[src/rtl/serial_adder_pkg.sv]
// Shared definitions for the bit-serial adder.
// The state encoding is fixed so that other blocks and debug tooling can rely on it.
package serial_adder_pkg;

  typedef enum logic [1:0] {
    S_IDLE = 2'd0,
    S_RUN  = 2'd1,
    S_DONE = 2'd2
  } state_t;

endpackage

[src/rtl/serial_adder_full_adder.sv]
// Single-bit adder cells for the serial adder datapath.
// A full adder is built from two half adders, with an OR gate merging their carries.
module half_adder (
  input  logic i_a,
  input  logic i_b,
  output logic o_s,
  output logic o_c
);

  assign o_s = i_a ^ i_b;
  assign o_c = i_a & i_b;

endmodule

module full_adder (
  input  logic i_a,
  input  logic i_b,
  input  logic i_cin,
  output logic o_s,
  output logic o_cout
);

  logic w_s1;
  logic w_c1;
  logic w_c2;

  half_adder u_ha0 (
    .i_a (i_a),
    .i_b (i_b),
    .o_s (w_s1),
    .o_c (w_c1)
  );

  half_adder u_ha1 (
    .i_a (w_s1),
    .i_b (i_cin),
    .o_s (o_s),
    .o_c (w_c2)
  );

  assign o_cout = w_c1 | w_c2;

endmodule

[src/rtl/serial_adder.sv]
// Bit-serial adder: accepts an operand pair, adds LSB-first one bit per clock,
// then holds the sum and carry-out until the downstream consumer takes them.
module serial_adder
  import serial_adder_pkg::*;
#(
  parameter int WIDTH = 8
) (
  input  logic             clk,
  input  logic             rst_n,
  input  logic             in_valid,
  output logic             in_ready,
  input  logic [WIDTH-1:0] a,
  input  logic [WIDTH-1:0] b,
  output logic             out_valid,
  input  logic             out_ready,
  output logic [WIDTH-1:0] sum,
  output logic             cout
);

  localparam int CW = $clog2(WIDTH) + 1;

  state_t             r_state;
  state_t             w_next;
  logic [CW-1:0]      r_cnt;
  logic [WIDTH-1:0]   r_a;
  logic [WIDTH-1:0]   r_b;
  logic [WIDTH-2:0]   r_acc;
  logic [WIDTH-1:0]   r_sum;
  logic               r_carry;
  logic               r_cout;
  logic               w_s;
  logic               w_c;
  logic               w_accept;
  logic               w_last;
  logic [WIDTH-1:0]   w_shift;

  full_adder u_fa (
    .i_a    (r_a[0]),
    .i_b    (r_b[0]),
    .i_cin  (r_carry),
    .o_s    (w_s),
    .o_cout (w_c)
  );

  // in_ready is gated by rst_n so it reads low for the whole time reset is held.
  assign in_ready  = rst_n && (r_state == S_IDLE);
  assign out_valid = (r_state == S_DONE);
  assign sum       = r_sum;
  assign cout      = r_cout;
  assign w_accept  = in_valid && in_ready;
  assign w_last    = (r_cnt == CW'(WIDTH - 1));
  assign w_shift   = {w_s, r_acc};

  always_ff @(posedge clk or negedge rst_n) begin
    if (!rst_n) begin
      r_state <= S_IDLE;
    end else begin
      r_state <= w_next;
    end
  end

  always_comb begin
    w_next = r_state;
    case (r_state)
      S_IDLE: if (w_accept)  w_next = S_RUN;
      S_RUN:  if (w_last)    w_next = S_DONE;
      S_DONE: if (out_ready) w_next = S_IDLE;
      default:               w_next = S_IDLE;
    endcase
  end

  // Partial sum bits collect in r_acc; r_sum only changes when a full result
  // completes, so the visible outputs never show a partial value.
  always_ff @(posedge clk or negedge rst_n) begin
    if (!rst_n) begin
      r_a     <= '0;
      r_b     <= '0;
      r_acc   <= '0;
      r_sum   <= '0;
      r_carry <= 1'b0;
      r_cout  <= 1'b0;
      r_cnt   <= '0;
    end else begin
      case (r_state)
        S_IDLE: begin
          if (w_accept) begin
            r_a     <= a;
            r_b     <= b;
            r_carry <= 1'b0;
            r_cnt   <= '0;
          end
        end
        S_RUN: begin
          r_a     <= r_a >> 1;
          r_b     <= r_b >> 1;
          r_carry <= w_c;
          r_cnt   <= r_cnt + 1'b1;
          r_acc   <= w_shift[WIDTH-1:1];
          if (w_last) begin
            r_sum  <= w_shift;
            r_cout <= w_c;
          end
        end
        default: ;
      endcase
    end
  end

endmodule

[config.mk]
export PLATFORM = sky130hd
export DESIGN_NAME = serial_adder
export DESIGN_NICKNAME = d
export VERILOG_FILES = /design/src/rtl/serial_adder_pkg.sv /design/src/rtl/serial_adder_full_adder.sv /design/src/rtl/serial_adder.sv
export SDC_FILE = /design/constraint.sdc
export NUM_CORES = 1
export LEC_CHECK = 0
export ABC_CLOCK_PERIOD_IN_PS = 1700
export BUFFER_PORTS_ARGS = -buffer_cell sky130_fd_sc_hd__buf_2
export CAP_MARGIN = 10
export CORE_ASPECT_RATIO = 0.8
export CORE_MARGIN = 2
export CORE_UTILIZATION = 39
export DETAILED_ROUTE_END_ITERATION = 8
export PLACE_DENSITY_LB_ADDON = 0.12
export SLEW_MARGIN = 10
export SYNTH_ARGS = -nofsm -noshare
export SYNTH_HDL_FRONTEND = slang
export SYNTH_SLANG_ARGS = --single-unit
[constraint.sdc]
create_clock -name clk -period 1.7 [get_ports clk]
set_clock_uncertainty 0.15 [all_clocks]
set_input_delay 0.425 -clock clk [delete_from_list [all_inputs] [get_ports clk]]
set_output_delay 0.425 -clock clk [all_outputs]
set_load 0.03 [all_outputs]
* Word-level counts from Yosys, hierarchy flattened
Index checks and enable logic that the tools add are counted.
** Word-level totals
- Bits of input ports :: 20
- RAM bits :: 0
- Output and inout bits :: 11
- Flip-flop bits (word level) :: 39
- Memory bits (read-only) :: 0
- Memories kept :: 0
- Latch bits :: 0
** Operators by class
- Bitwise operators :: 5
- Div/mod/pow operators :: 0
- Order comparisons :: 0
- Equality and inequality tests :: 6
- Muxes and demuxes :: 12
- $add $sub $neg :: 1
- Shifts and indexed selects :: 0
- Reductions and logical operators :: 7
- Multipliers :: 0
** Operators with widths (count)
- $pmux 8 s2 :: 2
- $mux 8 :: 2
- $pmux 4 s2 :: 1
- $mux 2 :: 3
- $pmux 2 s3 :: 1
- $add 4x1->4 const B :: 1
- $eq 4x3->1 const B :: 1
- $mux 4 :: 1
- $ne 2x2->1 const B :: 2
- $reduce_and 2->1 :: 2
- $reduce_and 3->1 :: 1
- $and 1x1->1 :: 2
- $eq 2x1->1 const B :: 1
- $eq 2x2->1 const B :: 1
- $logic_and 1x1->1 :: 2
- $logic_not 2->1 :: 1
- $ne 2x1->1 const B :: 1
- $pmux 1 s2 :: 1
- $reduce_bool 2->1 :: 1
- $xor 1x1->1 :: 2
- $mux 1 :: 1
- $or 1x1->1 :: 1

* Logic depth before layout (Yosys ltp)
Gate-level depths: netlist of the first run.
- Word-level depth :: 5
- Mapped depth :: 6
- Mapped depth without buffers :: 4

* By module
Synthesis of the first run repeated with hierarchy kept, for this count alone.
** Second synthesis, totals
- Cells, all modules :: 120
- Area, all modules :: 1665.3 µm²
** By module, submodules not included
- serial_adder :: instances 1, cells an instance 117, sequential area each 975.9 µm², area each 1634.1 µm²
- half_adder :: instances 2, cells an instance 1, sequential area each 0.0 µm², area each 12.5 µm²
- full_adder :: instances 1, cells an instance 1, sequential area each 0.0 µm², area each 6.3 µm²

* Worst setup path before layout of the first run
OpenSTA, ideal clock, no wires.
- Path kind :: reg-to-output
- Start :: register r_state[0]
- End :: output port in_ready
- Setup slack :: -0.041 ns
- Cell stages (with the launch flop) :: 2
- Path buffers :: 0
- Arrival time :: 1.166 ns
- Cell sequence :: dfrtp_1 nor3b_1
** On the way
- Longest elaborated chain between the ends :: 2
** RTL lines
- from (decl) :: line serial_adder.sv:22 : state_t r_state;
- from (signal assigned) :: line serial_adder.sv:58 : r_state <= w_next;
- $logic_not 2->1 :: line serial_adder.sv:46 : assign in_ready = rst_n && (r_state == S_IDLE);
- $logic_and 1x1->1 :: line serial_adder.sv:46
- to (decl) :: line serial_adder.sv:11 : output logic in_ready,
No other way between the ends.

* Worst setup path after layout of the first run
- Start :: register r_state[0]
- End :: output port out_valid
** On the way
- Longest elaborated chain between the ends :: 1
** RTL lines
- $eq 2x2->1 :: line serial_adder.sv:47 : assign out_valid = (r_state == S_DONE);
- to (decl) :: line serial_adder.sv:14 : output logic out_valid,
No other way between the ends.

==> flow_summary.yaml, run 1 <==
grt:
  grt_first_pass_wirelength_um: 5620
  grt_pass1_vias: 1190
  globalRouteOverflowTotal: 0
  antenna_found_initial: 0
  track_usage_pct: 14.9
  grt_max_degree: 35
placed_design:
  place_congestion: 0.748
  dp_hpwl_um: 2210
  place_area_um2: 1950
  dp_worst_setup_slack_ns: 0.0531
  place_inst: 226
  port_buffers: 30
worst_setup_path:
  setup.worst_path.start_class: "register"
  worstSetupPathType: "reg2out"
  cp_data_arrival_time_ns: 1.10
  cp-end-kind: "output pin"
  timing.rr.start: "r_state[0]"
  worstPathMaxFanout: 4
  cp_data_required_time_ns: 1.12
  crit_start: "r_state[0]"
cells_and_area:
  diodes: 0
  post-route-util_pct: 50.1
  seq_area_um2: 978
  final_area_um2: 2090
  layout-drive-gt1-share_pct: 35.9
  syn_to_final_growth_pct: 24.2
  final_common_cell: "dfrtp_1"
  mostFrequentLayoutCells: "dfrtp_1, nand2_1, buf_2"
  fin_nets: 202
  final_cell_count_no_fill: 238
  multiInputGateArea_um2: 653
  fillers: 389
power:
  comb_power_share_pct: 43.1
  p_sw_mw: 1.45
  pwr-share-seq_pct: 39.9
  powerDensity_nw_per_um2: 1890
  irDropWorstVdd_uv: 671
  clkPwrFrac_pct: 16.9
  p_total_mw: 3.96
  p_leak_nw: 1.12
  p_sw_share_pct: 36.7
  p_int_mw: 2.50
floorplanning:
  io_pins: 31
  dieWidth_um: 77.5
  rows: 21
  die_y_um: 62.8
  coreArea_um2: 4180
  die-area_um2: 4860
  initial_core_util_pct: 40.3
cts:
  numClockSinks: 39
  h-tree-depth: 2
  cts-root-buf: "clkbuf_8"
  clkLatencyLatePin_ns: 0.28
  numCtsBuffers: 5
  clk_path_buf_depth: 2
  cts_tree: "done"
  path_clk_slew_ns: 0.07
routing:
  ant_nets: 0
  vias_per_cell: 4.92
  routedWlPerCell_um: 13.7
  wl_um: 3260
  drc_errors: 0
  num_vias: 1172
  drt_iter0_drc: 68
  firstDrtPassIters: 4
timing:
  worst_slack_ns: 0.0223
  worstMarginPinSlew_ns: 0.418
  rsz0062_at_grt: "yes"
  hold_violations: 0
  fin_crit_ns: 1.68
  slew_viol_final: 0
  setup_viol: 0
  finalCritPeriodShare_pct: 98.7
  timing.hold.ws_ns: 0.0975
  fmax_mhz: 596
  relSlewSlack_pct: 72.1
  tns_ns: 0
synthesis:
  synth.area.top_cells: "dfrtp_1, a22o_1, mux2_2, nand2_1, a21o_1"
  syn_nets: 161
  synth_top_area_share_pct: 57.9
  syn_area_um2: 1680
  ys_warn_count: 0
  synthCells: 139
  seq_area_frac_synth_pct: 57.9
  synth.avg_cell_area_um2: 12.1
  synth.distinct_cells: 30
  yosysTopAreaCell: "dfrtp_1"
  synth.ff_latch_count: 39
flow_run:
  drv_cap: 0
hold_path:
  min_path_type: "in2async"
outcome:
  status: "finished clean"
==> cell families after synthesis <==
logic type,after synthesis,synth area share (%)
compound gates,38,17.5
mux,10,6.69
buf+inv,9,3.57
fa+ha+maj,2,1.93
simple gates,41,12.4
flops,39,57.9
==> Yosys cell counts <==
cell type and number:
a21o_1 14, a22o_1 13, and4bb_2 1, buf_6 3, clkbuf_1 1, and2b_1 1, nand2b_1 1, nand2_1 29
nand2b_2 1, o32a_1 1, inv_1 2, a21oi_1 1, a32oi_1 1, nor3_4 1, nor3b_1 1, nor2_1 1
buf_2 3, fa_1 1, nand3_1 1, a211o_1 1, ha_1 1, nor3_1 1, o31ai_1 1, and3_1 1
and2b_4 1, mux2_2 10, dfrtp_1 39, o21ai_0 5, nor2_4 1, o21ba_1 1
==> final timing paths <==
| path | endpoint | slack [ns] | depth (start not counted) |
|---|---|---|---|
| worst max-delay path | out_valid | 0.02 | 2 |
| worst min-delay path | cout | 0.1 | 2 |
| worst max register to register | r_cnt[3] | 0.07 | 4 |
| worst min register to register | r_b[6] | 0.33 | 1 |
| max in group asynchronous | r_state[0] | 0.74 | 3 |
| min in group clk | r_b[7] | 0.20 | 3 |
==> area by class of cell <==
class / count / area share (%)
Timing Repair Buffer: 41 / 13.5
Multi-Input combinational cell: 91 / 31.2
Clock buffer: 8 / 4.78
Sequential cell: 39 / 46.8
Inverter: 2 / 0.359
Tap cell: 57 / 3.41
==> power by group through the flow <==
stage	registers (mW)	logic (mW)	clock network [mW]
floorplan	1.72	1.10	0
global placement	1.59	1.62	0
detailed placement	1.60	1.66	0
CTS	1.58	1.73	0.698
global route	1.65	1.87	0.746
finish	1.58	1.71	0.670
==> critical path, stage by stage (launching register included) <==
cell and delay (ns):
dfrtp_2 0.44, and2b_1 0.24, buf_6 0.14
==> registers in the layout, summed over array words and instances, names as in the netlist <==
name	cells
r_acc	7
r_b	8
r_cnt	4
r_carry	1
cout	1
r_state	2
r_a	8
sum	8
==> per-layer routing <==
layer	GRT usage, %	routed length [um]	vias up
li1	-	-	576
met1	20.4	1570	563
met2	22.2	1460	29
met3	4.48	177	4
met4	6.03	46	0
met5	0	0	-
==> repair_timing <==
action | in CTS | in global routing
gates cloned | 0 | 0
setup endpoints to repair | 2 | 2
resized for setup | 3 | 2
setup buffers | 2 | 1
hold buffers | 1 | 0
endpoints found under the hold margin | 6 | 0
Power figures use the tool's default switching activity.
==> run 2: changes to the inputs <==
- GPL_TIMING_DRIVEN: not set -> 0
==> run 2 against run 1 <==
  * The run now ends with hold timing left
  * Cell area decreased by 1.2%
  * Clock-buffer cell count is 3 lower
  * Critical path depth stayed put
  * Core utilization down 0.60 points
  * Worst setup slack lost 0.0071 ns
  * Maximum frequency shrank 0.42%
  * Routed wire length down 3.0%
  * First-iteration DRC count fell by 24%
  * Highest routed layer unchanged
==> flow_summary.yaml, run 2 (same netlist as run 1, synthesis figures left out) <==
worst_setup_path:
  r2r_slack_ns: 0.05
  ff2ff_path_depth: 4
  worstPathMaxFanout: 7
  cp_data_required_time_ns: 1.12
  crit_start: "r_state[0]"
  r2r-end: "sum[0]"
  worstSetupPathType: "reg2out"
  cp_data_arrival_time_ns: 1.11
  setup.worst_path.start_class: "register"
  worstSetupEndpoint: "out_valid"
  timing.rr.start: "r_state[1]"
  cp-end-kind: "output pin"
timing:
  finalCritPeriodShare_pct: 99.1
  tns_ns: 0
  slew_viol_final: 0
  rsz0062_at_grt: "yes"
  worstMarginPinSlew_ns: 0.222
  relSlewSlack_pct: 85.2
  hold_violations: 39
  timing.hold.ws_ns: -0.175
  fmax_mhz: 594
  setup_viol: 0
  fin_crit_ns: 1.68
placed_design:
  dp_hpwl_um: 2120
  port_buffers: 30
  place_inst: 226
  place_area_um2: 1910
  place_congestion: 0.729
routing:
  wl_um: 3160
  routedWlPerCell_um: 13.3
  vias_per_cell: 4.95
  num_vias: 1177
  drt_iter0_drc: 52
  firstDrtPassIters: 4
  ant_nets: 0
  drc_errors: 0
cells_and_area:
  fin_nets: 202
  final_area_um2: 2070
  multiInputGateArea_um2: 656
  fillers: 388
  diodes: 0
  layout-drive-gt1-share_pct: 37.6
  final_cell_count_no_fill: 238
  seq_area_um2: 978
  mostFrequentLayoutCells: "dfrtp_1, buf_2, nand2_1"
  post-route-util_pct: 49.5
  syn_to_final_growth_pct: 22.7
  final_common_cell: "dfrtp_1"
power:
  pwr-share-seq_pct: 40.9
  p_sw_mw: 1.46
  p_int_mw: 2.43
  powerDensity_nw_per_um2: 1880
  clkPwrFrac_pct: 15.4
  p_sw_share_pct: 37.5
  comb_power_share_pct: 43.8
  irDropWorstVdd_uv: 775
  p_total_mw: 3.89
  p_leak_nw: 1.11
grt:
  grt_pass1_vias: 1097
  track_usage_pct: 14.1
  antenna_found_initial: 0
  globalRouteOverflowTotal: 0
  grt_first_pass_wirelength_um: 5350
  grt_max_degree: 43
cts:
  cts-root-buf: "clkbuf_8"
  numCtsBuffers: 5
  clk_path_buf_depth: 2
  cts_tree: "done"
  numClockSinks: 39
  path_clk_slew_ns: 0.07
  h-tree-depth: 2
  clkLatencyLatePin_ns: 0.29
floorplanning:
  rows: 21
  io_pins: 31
  dieWidth_um: 77.5
  initial_core_util_pct: 40.3
  die_y_um: 62.8
  die-area_um2: 4860
  coreArea_um2: 4180
outcome:
  failed_checks: "hold timing"
  status: "finished, violations left"
flow_run:
  drv_cap: 0
hold_path:
  min_path_type: "in2async"
## run 2: cell count changes in the layout (fill, tap and decap cells not counted), sizes merged
cell,before,now
dlygate4sd3,1,0
clkinv,0,3
clkbuf,8,6
## run 2: metal layers
metal / up-vias / wire [um] / share of wire, % / track usage (%)
met2: 25 / 1430 / 45 / 20.5
met4: 0 / 24 / 0.76 / 4.02
met3: 4 / 148 / 4.7 / 4.77
met1: 579 / 1560 / 49 / 20.1
li1: 569 / - / - / -
met5: - / 0 / 0 / 0
## run 2: worst min-delay path by stage
stage          startpoint     end  slack, ns  depth (start not counted)
2_1_floorplan       rst_n    cout      -0.02                          0
3_3_place_gp       r_a[2]  r_a[2]       0.31                          1
3_5_place_dp       r_b[2]  r_b[2]       0.32                          1
4_1_cts             rst_n    cout      -0.17                          1
5_1_grt             rst_n    cout      -0.17                          1
6_report            rst_n  sum[5]      -0.17                          1
## run 2: critical path, stage by stage (launching register included)
cell and delay [ns]:
dfrtp_2 0.45, and2b_1 0.24, buf_6 0.14
## run 2: layout make-up
type / instances / area share, %
multi-input cells: 91 / 31.7
clock inverters: 3 / 0.726
well taps: 57 / 3.45
inverters: 2 / 0.363
flip-flops and latches: 39 / 47.3
clock buffers: 5 / 3.33
repair buffers: 34 / 10.5
plain buffers: 7 / 2.60
## run 2: power by group through the flow
stage                     sequential (mW)  clock (mW)  combinational (mW)
after floorplan                      1.72           0                1.10
after global placement               1.58           0                1.60
after detailed placement             1.60           0                1.63
after CTS                            1.58       0.619                1.69
after global routing                 1.65       0.660                1.90
final                                1.59       0.597                1.70
## run 2: timing repair
| item | in CTS | in global routing |
|---|---|---|
| hold endpoints to repair | 39 | 39 |
| resized for setup | 8 | 4 |
| buffers inserted | 2 | 2 |
| pin swaps | 1 | 1 |
| setup endpoints to repair | 33 | 12 |
## run 2: metrics by stage
step	worst slack, ns	hold WS (ns)
2_1_floorplan	0.0861	-0.0206
3_3_place_gp	-0.648	0.308
3_5_place_dp	-0.665	0.316
4_1_cts	0.00298	-0.174
5_1_grt	-0.0439	-0.171
6_report	0.0152	-0.175
==> run 3: changes to the inputs <==
- ABC_CLOCK_PERIOD_IN_PS: 1700 -> 1600
- BUFFER_PORTS_ARGS: -buffer_cell sky130_fd_sc_hd__buf_2 -> -buffer_cell sky130_fd_sc_hd__clkbuf_2
- CTS_CLUSTER_SIZE: not set -> 14
- clock period: 1.7 -> 1.6 ns (I/O delays scaled with it)
==> run 3 against run 2 <==
  * The run ends with hold timing, setup timing left
  * Clock-buffer cell count increased by 1
  * Final cell count increased by 0.84%
  * Clock power increased by 59%
  * Sequential cell count unchanged
  * Die area unchanged
  * Routed wire length increased by 4.1%
  * Combinational power increased by 16%
  * Non-clock buffer count increased by 2
  * First-iteration DRC count decreased by 15%
  * Sequential share of layout area decreased by 3.0 points
==> flow_summary.yaml, run 3 (same netlist as run 1, synthesis figures left out) <==
outcome:
  status: "finished, violations left"
  failed_checks: "hold timing, setup timing"
cells_and_area:
  post-route-util_pct: 52.8
  diodes: 0
  final_cell_count_no_fill: 240
  layout-drive-gt1-share_pct: 39.3
  fin_nets: 204
  final_area_um2: 2210
  syn_to_final_growth_pct: 31.0
  fillers: 393
  mostFrequentLayoutCells: "dfrtp_1, clkbuf_2, nand2_1"
  final_common_cell: "dfrtp_1"
routing:
  ant_nets: 0
  routedWlPerCell_um: 13.7
  vias_per_cell: 5.03
  wl_um: 3290
  drt_iter0_drc: 44
  drc_errors: 0
  firstDrtPassIters: 4
  num_vias: 1208
timing:
  slew_viol_final: 0
  worstMarginPinSlew_ns: 0.213
  finalCritPeriodShare_pct: 104
  fmax_mhz: 600
  relSlewSlack_pct: 85.8
  worst_slack_ns: -0.0668
  rsz0062_at_grt: "yes"
  fin_crit_ns: 1.67
  setup_viol: 2
  timing.hold.ws_ns: -0.176
  hold_violations: 39
worst_setup_path:
  cp-end-kind: "output pin"
  timing.rr.start: "r_cnt[1]"
  r2r_slack_ns: 0.02
  cp_data_required_time_ns: 1.05
  crit_start: "r_state[0]"
  worstPathMaxFanout: 7
  setup.worst_path.start_class: "register"
  r2r-end: "sum[1]"
  cp_data_arrival_time_ns: 1.12
  ff2ff_path_depth: 5
  worstSetupEndpoint: "out_valid"
  worstSetupPathType: "reg2out"
placed_design:
  place_area_um2: 1920
  port_buffers: 30
  place_inst: 226
  dp_hpwl_um: 2190
  place_congestion: 0.753
grt:
  grt_pass1_vias: 1190
  grt_first_pass_wirelength_um: 5630
  globalRouteOverflowTotal: 0
  antenna_found_initial: 0
  track_usage_pct: 15.0
  grt_max_degree: 43
cts:
  numClockSinks: 39
  h-tree-depth: 2
  clkLatencyLatePin_ns: 0.29
  cts_tree: "done"
  cts-root-buf: "clkbuf_8"
  clk_path_buf_depth: 2
  path_clk_slew_ns: 0.07
  numCtsBuffers: 5
floorplanning:
  rows: 21
  initial_core_util_pct: 40.3
  io_pins: 31
  dieWidth_um: 77.5
  die_y_um: 62.8
  coreArea_um2: 4180
  die-area_um2: 4860
power:
  p_total_mw: 4.63
  p_leak_nw: 1.18
  irDropWorstVdd_uv: 906
  powerDensity_nw_per_um2: 2100
hold_path:
  min_path_type: "in2async"
flow_run:
  drv_cap: 0
## run 3: changes by cell type in the layout (fill, tap and decap cells not counted), sizes merged
cell / change
clkbuf: +32
buf: -29
clkinv: -3
bufinv: +2
## run 3: what timing repair did
item	4_1_cts	5_1_grt
pin swaps	1	0
gates resized for setup	11	18
buffers inserted	5	1
endpoints found under the setup margin	33	27
hold endpoints to repair	39	39
## run 3: report_power, final
| group | total, mW | internal, mW | switching, mW |
|---|---|---|---|
| clock network | 0.951 | 0.623 | 0.328 |
| registers | 1.70 | 1.42 | 0.280 |
| logic | 1.98 | 0.997 | 0.983 |
## run 3: layout make-up
cell class	instances	area, um2	share of cell area (%)
clock inverter	2	60.1	2.72
clock buffer	6	72.6	3.29
tap	57	71.3	3.23
inverter	2	7.51	0.340
multi-input combinational	91	703	31.9
buffer	7	66.3	3.01
timing repair buffer	36	246	11.2
sequential	39	978	44.4
## run 3: metal layers
layer / vias up / GRT usage [%] / part of all wire, %
li1: 577 / - / -
met3: 6 / 4.62 / 4.4
met5: - / 0 / 0
met2: 29 / 22.8 / 46
met4: 0 / 6.03 / 1.6
met1: 596 / 20.0 / 48
## run 3: worst min path at each step
stage | from | end | cells past startpoint
6_report | rst_n | sum[3] | 1
5_1_grt | rst_n | sum[3] | 1
4_1_cts | rst_n | sum[3] | 1
3_5_place_dp | r_acc[0] | r_acc[0] | 2
3_3_place_gp | r_a[2] | r_a[2] | 1
2_1_floorplan | rst_n | cout | 0
## run 3: critical path, stage by stage (launching register included)
cell     delay (ns)
dfrtp_2        0.45
and2b_2        0.26
buf_8          0.12
## run 3: through the flow
stage	worst slack [ns]	setup TNS, ns
CTS	-0.0862	-0.157
finish	-0.0668	-0.122
global route	-0.122	-0.965
global placement	-0.795	-18.36
detailed placement	-0.834	-19.49
floorplan	0.0313	0
